$ cat config.mk
export PLATFORM = sky130hd
export DESIGN_NAME = ifu_prefetch
export DESIGN_NICKNAME = d
export VERILOG_FILES = /design/src/rtl/ifu_prefetch.sv
export SDC_FILE = /design/constraint.sdc
export NUM_CORES = 1
export LEC_CHECK = 0
export BUFFER_PORTS_ARGS = -buffer_cell sky130_fd_sc_hd__buf_2
export CORE_AREA = 5 5 164 166
export DETAILED_ROUTE_END_ITERATION = 6
export DIE_AREA = 0 0 169 171
export HOLD_SLACK_MARGIN = 0.12
export PLACE_DENSITY = 0.75
export SKIP_CTS_REPAIR_TIMING = 1
export SLEW_MARGIN = 5
export SYNTH_ARGS = -nofsm -noshare
export SYNTH_HDL_FRONTEND = slang
export SYNTH_SLANG_ARGS = --single-unit
$ cat constraint.sdc
create_clock -name clk -period 2.6 [get_ports clk]
set_input_delay 0.26 -clock clk [delete_from_list [all_inputs] [get_ports clk]]
set_output_delay 0.26 -clock clk [all_outputs]
set_load 0.005 [all_outputs]
$ cat src/rtl/ifu_prefetch.sv
`default_nettype none
// ifu_prefetch: sequential fetch PC generator feeding a DEPTH-entry {pc, inst} prefetch queue.
// Optional feature macro IFU_ALIGN_CHK_EN: flags misaligned redirect targets (align_err) and stalls fetch.
module ifu_prefetch #(
  parameter int                ADDR_W   = 32,
  parameter int                DATA_W   = 32,
  parameter int                DEPTH    = 4,
  parameter logic [ADDR_W-1:0] RESET_PC = '0,
  parameter int                PC_STEP  = 4
) (
  input  logic              clk,
  input  logic              rst,
  input  logic              redirect_valid,
  input  logic [ADDR_W-1:0] redirect_addr,
  output logic              rom_ce,
  output logic [ADDR_W-1:0] rom_addr,
  input  logic [DATA_W-1:0] rom_data,
  output logic              inst_valid,
  input  logic              inst_ready,
  output logic [DATA_W-1:0] inst_data,
  output logic [ADDR_W-1:0] inst_pc
`ifdef IFU_ALIGN_CHK_EN
  ,
  output logic              align_err
`endif
);

  localparam int PTR_W = $clog2(DEPTH);
  localparam int CNT_W = $clog2(DEPTH + 1);
  localparam int OCC_W = CNT_W + 1;

  localparam logic [1:0] S_RUN   = 2'd0;
  localparam logic [1:0] S_HOLD  = 2'd1;
  localparam logic [1:0] S_FLUSH = 2'd2;

  logic [1:0]        state_q;
  logic [1:0]        cur_state;
  logic [1:0]        next_state;
  logic [ADDR_W-1:0] fetch_pc;
  logic [ADDR_W-1:0] inflight_pc;
  logic [ADDR_W-1:0] target;
  logic              inflight;
  logic              align_hold;
  logic              target_bad;
  logic              flush;
  logic              push;
  logic              pop;
  logic [PTR_W-1:0]  wr_ptr;
  logic [PTR_W-1:0]  rd_ptr;
  logic [CNT_W-1:0]  cnt;
  logic [OCC_W-1:0]  occ;
  logic [OCC_W-1:0]  occ_next;
  logic [DATA_W-1:0] data_mem [DEPTH];
  logic [ADDR_W-1:0] pc_mem   [DEPTH];

`ifdef IFU_ALIGN_CHK_EN
  logic align_q;

  assign target_bad = |redirect_addr[1:0];
  assign target     = redirect_addr;

  always_ff @(posedge clk or negedge rst) begin
    if (!rst) begin
      align_q <= 1'b0;
    end else if (redirect_valid) begin
      align_q <= target_bad;
    end
  end

  assign align_hold = align_q;
  assign align_err  = align_q;
`else
  assign target_bad = 1'b0;
  assign align_hold = 1'b0;
  assign target     = redirect_addr & ~ADDR_W'(3);
`endif

  // A redirect is the flush cycle itself, so the target can issue on the very next cycle.
  assign flush     = redirect_valid;
  assign cur_state = flush ? S_FLUSH : state_q;

  assign inst_valid = (cnt != '0);
  assign pop        = inst_valid && inst_ready;
  assign push       = inflight && !flush;
  assign occ        = OCC_W'(cnt) + OCC_W'(inflight);
  assign occ_next   = occ + OCC_W'(rom_ce) - OCC_W'(pop);

  always_ff @(posedge clk or negedge rst) begin
    if (!rst) begin
      state_q <= S_RUN;
    end else begin
      state_q <= next_state;
    end
  end

  always_comb begin
    next_state = state_q;
    case (cur_state)
      S_FLUSH: next_state = target_bad ? S_HOLD : S_RUN;
      S_RUN:   next_state = (occ_next >= OCC_W'(DEPTH)) ? S_HOLD : S_RUN;
      S_HOLD: begin
        if (pop && !align_hold) begin
          next_state = S_RUN;
        end
      end
      default: next_state = S_RUN;
    endcase
  end

  // rst gates rom_ce directly so the first read goes out in the first cycle after release.
  always_comb begin
    rom_ce    = 1'b0;
    rom_addr  = fetch_pc;
    inst_data = '0;
    inst_pc   = '0;
    if (rst && (cur_state == S_RUN) && (occ < OCC_W'(DEPTH))) begin
      rom_ce = 1'b1;
    end
    if (inst_valid) begin
      inst_data = data_mem[rd_ptr];
      inst_pc   = pc_mem[rd_ptr];
    end
  end

  always_ff @(posedge clk or negedge rst) begin
    if (!rst) begin
      fetch_pc    <= RESET_PC;
      inflight_pc <= '0;
      inflight    <= 1'b0;
      wr_ptr      <= '0;
      rd_ptr      <= '0;
      cnt         <= '0;
    end else begin
      inflight <= rom_ce;
      if (rom_ce) begin
        inflight_pc <= fetch_pc;
      end
      if (flush) begin
        fetch_pc <= target;
        wr_ptr   <= '0;
        rd_ptr   <= '0;
        cnt      <= '0;
      end else begin
        if (rom_ce) begin
          fetch_pc <= fetch_pc + ADDR_W'(PC_STEP);
        end
        if (push) begin
          wr_ptr <= wr_ptr + PTR_W'(1);
        end
        if (pop) begin
          rd_ptr <= rd_ptr + PTR_W'(1);
        end
        if (push && !pop) begin
          cnt <= cnt + CNT_W'(1);
        end else if (pop && !push) begin
          cnt <= cnt - CNT_W'(1);
        end
      end
    end
  end

  always_ff @(posedge clk) begin
    if (push) begin
      data_mem[wr_ptr] <= rom_data;
      pc_mem[wr_ptr]   <= inflight_pc;
    end
  end

endmodule
`default_nettype wire

==> impl_results.md, run 1 <==
* Status: complete, no violations
* Setup ws final at 115 ps
* Vias in the first global route at 7668
* Dpl ws at 0.312 ps
* Vias per cell at 5.59
* Pre-Repair DR Iteration Count at 5
* Initial antenna violation count at 0
* I/O pins at approximately 170
* Clock Power Share at 31.3%
* Max clock buf depth at 3
* Number of synthesized flops with an enable pin at 248
* CP Capture Type: register
* CTS Buf Count at 34
* Final hold slack at around 150 ps
* Post-DRT Antenna Nets at 0
* Placed Cells at 1226
* Die W at 169 um
* Largest net degree at the start of global routing at 69
* Initial Utilization at 50.8%
* Final wirelength at 27.9 mm
* Final setup violation count at 0
* DRC at 0
* Area growth, synth to finish at 26.5%
* Sequential share of the synthesized area at 70.9%
* Netlist Area Pre-Place at 12900 um2
* Crit-path max FO at 5
* Total internal power at around 12 mW
* Vias post-DR at 7588
* Sink Count at 317
* RSZ-0062 raised after global routing: false
* Leak Pwr at 5.93 nW
* Yosys warns at 0
* Clk_lat worst skew at 500 ps
* Synth cell types at 48
* Worst-Margin Slew at around 900 ps
* Core area at between 20000 and 30000 um2
* Initial drt markers at 585
* Die Y at roughly 170 um
* Sequential power share at 43.0%
* Cell area after layout at 16400 um2
* Crit path arrival time at 2910 ps
* Root buffer cell: clkbuf_16
* HPWL Detailed at 17.3 mm
* Fraction of registers with async set/reset at 21.8%
* Final hold viol count at 0
* Gate power share at ~26%
* Placed inst area at 14400 um2
* Switching portion of total power at 27.1%
* Crit Path Category: register to register
* Part of the cycle the worst path needs at roughly 96%
* FF+latch count, synth at roughly 320
* Worst-path clk slew at 60 ps
* Nets@finish at 1078
* All-Layer GR Usage at 18.6%
* I/O Buffers at 159
* Synth Instances at 738
* Max IR drop VDD at 690 uV
* Non-Filler Instances at 1358
* Gr ovfl total at 0
* Wire per inst at 20.5 um
* Synth Flop Type: edfxtp_1
* Startpoint Class: register
* Fin crit period at 2480 ps
* Max H-tree Level at 2
* Fin. max-slew vios at 0
* Die area at between 20000 and 30000 um2
* Hold WC Path Type: input pin to async pin
* CTS tree: yes
* ANT cells at 0
* Global-route wire length before repair at 42.2 mm
* CP required at 3020 ps
* Max Clk Rate at approximately 400 MHz
* Worst Skew at 15.4 ps
* Rows at just under 60
* Maxcap violations at 0
* Routability congestion estimate at 0.858
* Mapped Avg Cell Area at 17.5 um2
* P_sw at 4.29 mW
* PD cells at 969 nW/um2
* Total Power at 15.9 mW
* Slew HR at 41.3%
* Share of cells above drive strength 1 at between 30% and 40%
==> cell type report <==
| type | count | area [um2] |
|---|---|---|
| clock buffer | 45 | 1010 |
| clock inverter | 16 | 183 |
| fill | 1756 | 9090 |
| multi-input combinational | 372 | 3620 |
| sequential | 317 | 9180 |
| inverter | 11 | 41.3 |
| tap | 335 | 419 |
| timing repair buffer | 262 | 1920 |
==> sequential cells by signal, summed over array words and instances, names as in the netlist <==
signal and count:
cnt 3, rom_addr 30, pc_mem 120, inflight_pc 30, state_q 1, inflight 1, data_mem 128, rd_ptr 2
wr_ptr 2
==> cells by family after synthesis <==
group / Yosys count / share of synthesized area [%]
DFF: 317 / 70.9
and+or+nand+nor: 194 / 8.90
muxes: 94 / 13.5
buffers and inverters: 52 / 1.77
AOI/OAI and AO/OA: 50 / 2.45
xor gates and xnor gates: 18 / 1.22
adders and majority gates: 12 / 1.22
other: 1 / 0.0290
==> routing by layer <==
layer	global-route usage (%)	up-vias	part of all wire (%)
li1	-	3414	-
met1	26.5	3814	43
met2	30.5	314	49
met3	3.35	46	6.0
met4	4.24	0	1.8
met5	0	-	0
==> critical path: stages (launching register included) <==
cell and delay [ps]:
dfrtp_1 380, ha_1 220, ha_2 210, xnor2_4 210, ha_4 200, nand3b_4 110
nor4_1 400, or4b_1 490, a31oi_1 180
==> synth_stat cells, types with 7 or more instances <==
library cell,instances,area [um2]
edfxtp_1,248,7450
dfrtp_1,69,1730
nor2b_1,65,407
mux4_2,62,1400
mux2_2,30,338
nand2_1,28,105
nor2_1,24,90.1
clkbuf_1,20,75.1
o21ai_0,19,95.1
a31oi_1,15,93.8
buf_2,15,75.1
nand4_1,13,81.3
xnor2_1,13,114
ha_1,11,138
inv_1,11,41.3
or4_1,8,60.1
and3_1,7,43.8
or3_1,7,43.8
==> placed cells by master (no fill, tap or decap), drive strengths merged, types with 8 or more instances in the layout <==
cell type,synthesis,final
clkbuf,20,45
buf,21,199
nand2,28,28
nor2b,65,65
nand4,14,14
xnor2,13,13
dlygate4sd3,0,63
o21ai,19,19
inv,11,11
mux2,30,30
nor2,24,24
edfxtp,248,248
dfrtp,69,69
ha,11,11
or4,8,8
nand3,8,8
mux4,62,62
a31oi,15,15
clkinv,0,11
==> per-stage QoR <==
step                setup TNS (ps)  util [%]
finish                           0      64.3
global route                     0      64.3
CTS                           -599      61.4
detailed placement               0      56.7
global placement                 0      56.7
floorplan                        0         -
==> final timing paths <==
check | from | slack (ps) | depth (start not counted) | endpoint
max in group asynchronous | rst | 1310 | 3 | rd_ptr[1]
max reg2reg | inflight | 120 | 8 | rom_addr[25]
min reg2reg | inflight_pc[15] | 520 | 0 | pc_mem[1][15]
min in group clk | redirect_valid | 200 | 2 | rd_ptr[0]
min | rst | 150 | 2 | rom_addr[3]
max | inflight | 120 | 8 | rom_addr[25]
==> power groups by stage <==
stage	registers [mW]	logic [mW]	clock network [mW]
floorplan	6.62	2.44	0
CTS	6.86	3.93	5.08
detailed placement	6.96	3.91	0
finish	6.82	4.08	4.97
global route	6.90	4.49	5.30
global placement	6.90	3.81	0
Power figures use the tool's default switching activity.
==> inputs of run 2 (changes only) <==
==> constraint.sdc (replaced) <==
create_clock -name clk -period 2.6 [get_ports clk]
set_input_delay 0.78 -clock clk [delete_from_list [all_inputs] [get_ports clk]]
set_output_delay 0.78 -clock clk [all_outputs]
set_load 0.005 [all_outputs]
==> run 2 against run 1 <==
  * The flow now finishes with violations (setup timing)
  * Combinational power rose by 20%
  * Core utilization fell by 0.85 points
  * Global-route usage fell by 0.33 points
  * Hold slack improved by 340 ps
  * Final area fell by 1.3%
  * Highest routed layer unchanged
==> impl_results.md, run 2 (synthesis gave the netlist of run 1 again) <==
* Dpl ws at -23.0 ps
* Worst Skew at 9.15 ps
* Nets@finish at approximately 1000
* Largest net degree at the start of global routing at 69
* Reg area at 9180 um2
* I/O pins at 166
* Placed Cells at ~1200
* Status: finished with violations
* DRC at 0
* Final hold viol count at 0
* Failing checks: setup timing
* Non-Filler Instances at between 1000 and 1500
* Die Y at 171 um
* Crit Path Category: register to primary output
* Vias in the first global route at 7499
* Post-DRT Antenna Nets at 0
* CP Capture Type: primary output
* Final setup violation count at 64
* Final hold slack at around 490 ps
* Wire per inst at 21.0 um
* Clk_lat worst skew at 500 ps
* Vias per cell at ~5.6
* CTS tree: yes
* Most frequent cells in the layout: edfxtp_1 (248), buf_2 (154), dfrtp_1 (67), mux4_2 (62), clkbuf_16 (42)
* Area of the multi-input gates at 3850 um2
* Total Power at 16.3 mW
* Die area at 28900 um2
* Post-route core utilization at a little under two thirds
* Max Clk Rate at 344 MHz
* Setup_tns at -14300 ps
* Crit path arrival time at 2130 ps
* Slew HR at approximately two fifths
* Gr ovfl total at 0
* Root buffer cell: clkbuf_16
* Worst-Margin Slew at about 880 ps
* Fill cells at approximately 1800
* Area growth, synth to finish at 24.8%
* Pre-Repair DR Iteration Count at 6
* RSZ-0062 raised after global routing: true
* Sink Count at 317
* Biggest register: data_mem
* Rows at 59
* Max H-tree Level at 2
* Vias post-DR at 7394
* Leak Pwr at 5.88 nW
* Maxcap violations at 0
* PD cells at 1010 nW/um2
* CTS Buf Count at 35
* Max clock buf depth at 3
* Fin crit period at 2910 ps
* CP required at 1820 ps
* Max IR drop VDD at about 640 uV
* Global-route wire length before repair at 41.4 mm
* I/O Buffers at about 160
* Initial Utilization at 50.8%
* Cell area after layout at 16200 um2
* Final wirelength at 27.6 mm
* Die W at about 170 um
* Fin. max-slew vios at 0
* Setup ws final at -307 ps
* Commonest non-fill, non-tap cell in the layout: edfxtp_1
* Initial drt markers at 519
* Regs by FF count: data_mem x128, pc_mem x120
* Hold WC Path Type: input pin to register
* Crit-path max FO at 4
* Part of the cycle the worst path needs at 112%
* Initial antenna violation count at 0
* Routability congestion estimate at 0.875
* Share of cells above drive strength 1 at 40.4%
* Flip-flop count of the largest register after layout at 128
* HPWL Detailed at 16.9 mm
* All-Layer GR Usage at 18.3%
* Core area at about 25000 um2
* Startpoint Class: register
* Worst-path clk slew at roughly 60 ps
* Placed inst area at 14500 um2
==> run 2: cell types whose count changed in the layout (fill, tap and decap cells not counted), moves of 4 or more <==
| cell | change |
|---|---|
| dlygate4sd3_1 | -62 |
| nor2b_1 | -27 |
| nor2b_4 | +27 |
| clkbuf_1 | +11 |
| buf_6 | +10 |
| clkbuf_16 | +5 |
| buf_2 | -4 |
| clkbuf_8 | -4 |
==> run 2: final timing paths <==
path | from | endpoint | slack [ps] | cells after the start
worst min-delay path | redirect_addr[9] | rom_addr[9] | 490 | 3
worst min register to register | inflight_pc[29] | pc_mem[0][29] | 520 | 0
worst max-delay path | cnt[0] | rom_ce | -310 | 6
worst max register to register | cnt[0] | rom_addr[19] | 100 | 10
min in group asynchronous | rst | rom_addr[3] | 560 | 2
max in group asynchronous | rst | rd_ptr[0] | 1390 | 2
==> run 2: power by group <==
| group | internal [mW] | switching [mW] |
|---|---|---|
| combinational | 2.72 | 2.17 |
| sequential | 6.23 | 0.557 |
| clock | 2.84 | 1.83 |
| total | 11.8 | 4.56 |
==> run 2: worst max-delay path, stage by stage (launching register included) <==
cell      delay, ps
dfrtp_1         400
ha_4            180
ha_4            170
xnor2_4         200
ha_4            200
nor4bb_4        280
buf_2           180
==> run 2: per-layer routing <==
metal | track usage [%] | vias to the layer above | wire length [um]
li1 | - | 3327 | -
met1 | 25.9 | 3772 | 11900
met2 | 29.6 | 263 | 13400
met3 | 4.11 | 32 | 1860
met4 | 4.06 | 0 | 355
met5 | 0 | - | 0
==> run 2: cell type report <==
cell class | count | area share, %
clock buffers | 52 | 6.14
diodes | 1 | 0.0155
inverters | 11 | 0.255
flip-flops and latches | 317 | 56.8
well taps | 335 | 2.59
clock inverters | 11 | 0.650
multi-input cells | 372 | 23.8
repair buffers | 214 | 9.72
==> inputs of run 3 (changes only) <==
Settings changed: REMOVE_ABC_BUFFERS set to 1.
==> run 3 against run 2 <==
  * The run still ends with setup timing left
  * Largest cell class unchanged
  * Highest routed layer unchanged
  * Clock skew increased by 5.9 ps
  * Final area decreased by 0.80%
  * Final cell count increased by 0.23%
==> impl_results.md, run 3 (synthesis gave the netlist of run 1 again) <==
* Status: finished with violations
* Failing checks: setup timing
* Commonest non-fill, non-tap cell in the layout: edfxtp_1
* Leak Pwr at 5.84 nW
* Die W at 169 um
* All-Layer GR Usage at between 15 and 20%
* Maxcap violations at 0
* CP cell instances: ha_2, ha_4, xnor2_2, ha_2, nor4bb_4, buf_2
* HPWL Detailed at 17.7 mm
* Root buffer cell: clkbuf_16
* Global-route wire length before repair at 41.6 mm
* Rows at 59
* Reg2reg start: cnt[0]
* Max IR drop VDD at a little under 800 uV
* Setup_tns at -19650 ps
* Cell area after layout at 16000 um2
* CP required at roughly 1800 ps
* Hold WC Path Type: input pin to async pin
* Worst-Margin Slew at 533 ps
* Wire per inst at 21.3 um
* Crit-path leading delay family: adder cells
* Largest net degree at the start of global routing at 51
* Placed Cells at roughly 1200
* I/O pins at 166
* Initial Utilization at 50.8%
* CTS tree: yes
* Final setup violation count at 65
* R2R Path End: state_q[0]
* Placed inst area at about 15000 um2
* Worst Path Buf+Inv at 1
* Max Clk Rate at 326 MHz
* FF-to-FF setup slack at -20 ps
* CTS Buf Count at 31
* CP dominant cell by count: ha_2
* Non-Filler Instances at 1316
* Crit path max-delay cell type: dfrtp_1
* Share of cells above drive strength 1 at 40.5%
* Slew HR at 64.4%
* Area growth, synth to finish at 23.8%
* Max H-tree Level at 1
* Part of the cycle the worst path needs at 118%
* Post-DRT Antenna Nets at 0
* Largest stage delay, worst path at between 300 and 400 ps
* Fin crit period at about 3000 ps
* Routability congestion estimate at 0.878
* Fin. max-slew vios at 0
* Max clock buf depth at 3
* PD cells at 989 nW/um2
* Biggest register: data_mem
* CP Capture Type: primary output
* Post-route core utilization at 63.0%
* Clk_lat worst skew at around 550 ps
* Core area at around 25000 um2
* DRC at 0
* Regs by FF count: data_mem x128, pc_mem x120
* RSZ-0062 raised after global routing: true
* Final wirelength at around 28 mm
* Crit path arrival time at 2290 ps
* Setup ws final at -465 ps
* Crit-path max FO at 4
* Pre-Repair DR Iteration Count at 5
* Sink Count at 317
* Vias post-DR at 7403
* Initial drt markers at about 570
* Final hold slack at 169 ps
* Worst-path clk slew at 60 ps
* Die area at 28900 um2
* Final hold viol count at 0
* Die Y at around 170 um
* Gr ovfl total at 0
* Vias per cell at 5.63
* Flip-flop count of the largest register after layout at about 130
* Vias in the first global route at 7206
* Startpoint Class: register
* Crit Path Category: register to primary output
* Total Power at 15.9 mW
* Most frequent cells in the layout: edfxtp_1 (248), buf_2 (155), dfrtp_1 (67), mux4_2 (62), nor2b_1 (43)
* Initial antenna violation count at 1
* Nets@finish at between 1000 and 1500
* I/O Buffers at 159
* Dpl ws at -31.5 ps
* R2R cell count at 9
* Worst Skew at 15.1 ps
run 3: area by class of cell:
class                           instances  area (um2)
Sequential cell                       317        9180
Antenna cell                            1        2.50
Fill cell                            1812        9440
Clock inverter                         11        82.6
Clock buffer                           47         876
Inverter                               11        41.3
Multi-Input combinational cell        372        3790
Timing Repair Buffer                  222        1640
Tap cell                              335         419
run 3: worst max path at each step:
stage	start	cells past startpoint	end	slack, ps
final	cnt[0]	6	rom_ce	-470
after global routing	cnt[0]	6	rom_ce	-540
after CTS	inflight	6	rom_ce	-600
after detailed placement	inflight	9	rom_addr[23]	-30
after global placement	inflight	9	rom_addr[23]	-20
after floorplan	inflight	8	state_q[0]	-3180
run 3: power by group:
part	internal (mW)	switching (mW)	total [mW]
Clock	2.41	1.75	4.16
Sequential	6.23	0.483	6.71
Combinational	2.72	2.27	4.99
Total	11.4	4.50	15.9
run 3: routing by layer:
metal / up-vias / global-route usage (%) / share of wire (%)
met4: 0 / 3.68 / 1.4
met5: - / 0 / 0
met3: 37 / 3.19 / 6.9
li1: 3327 / - / -
met2: 277 / 30.1 / 50
met1: 3762 / 26.7 / 42
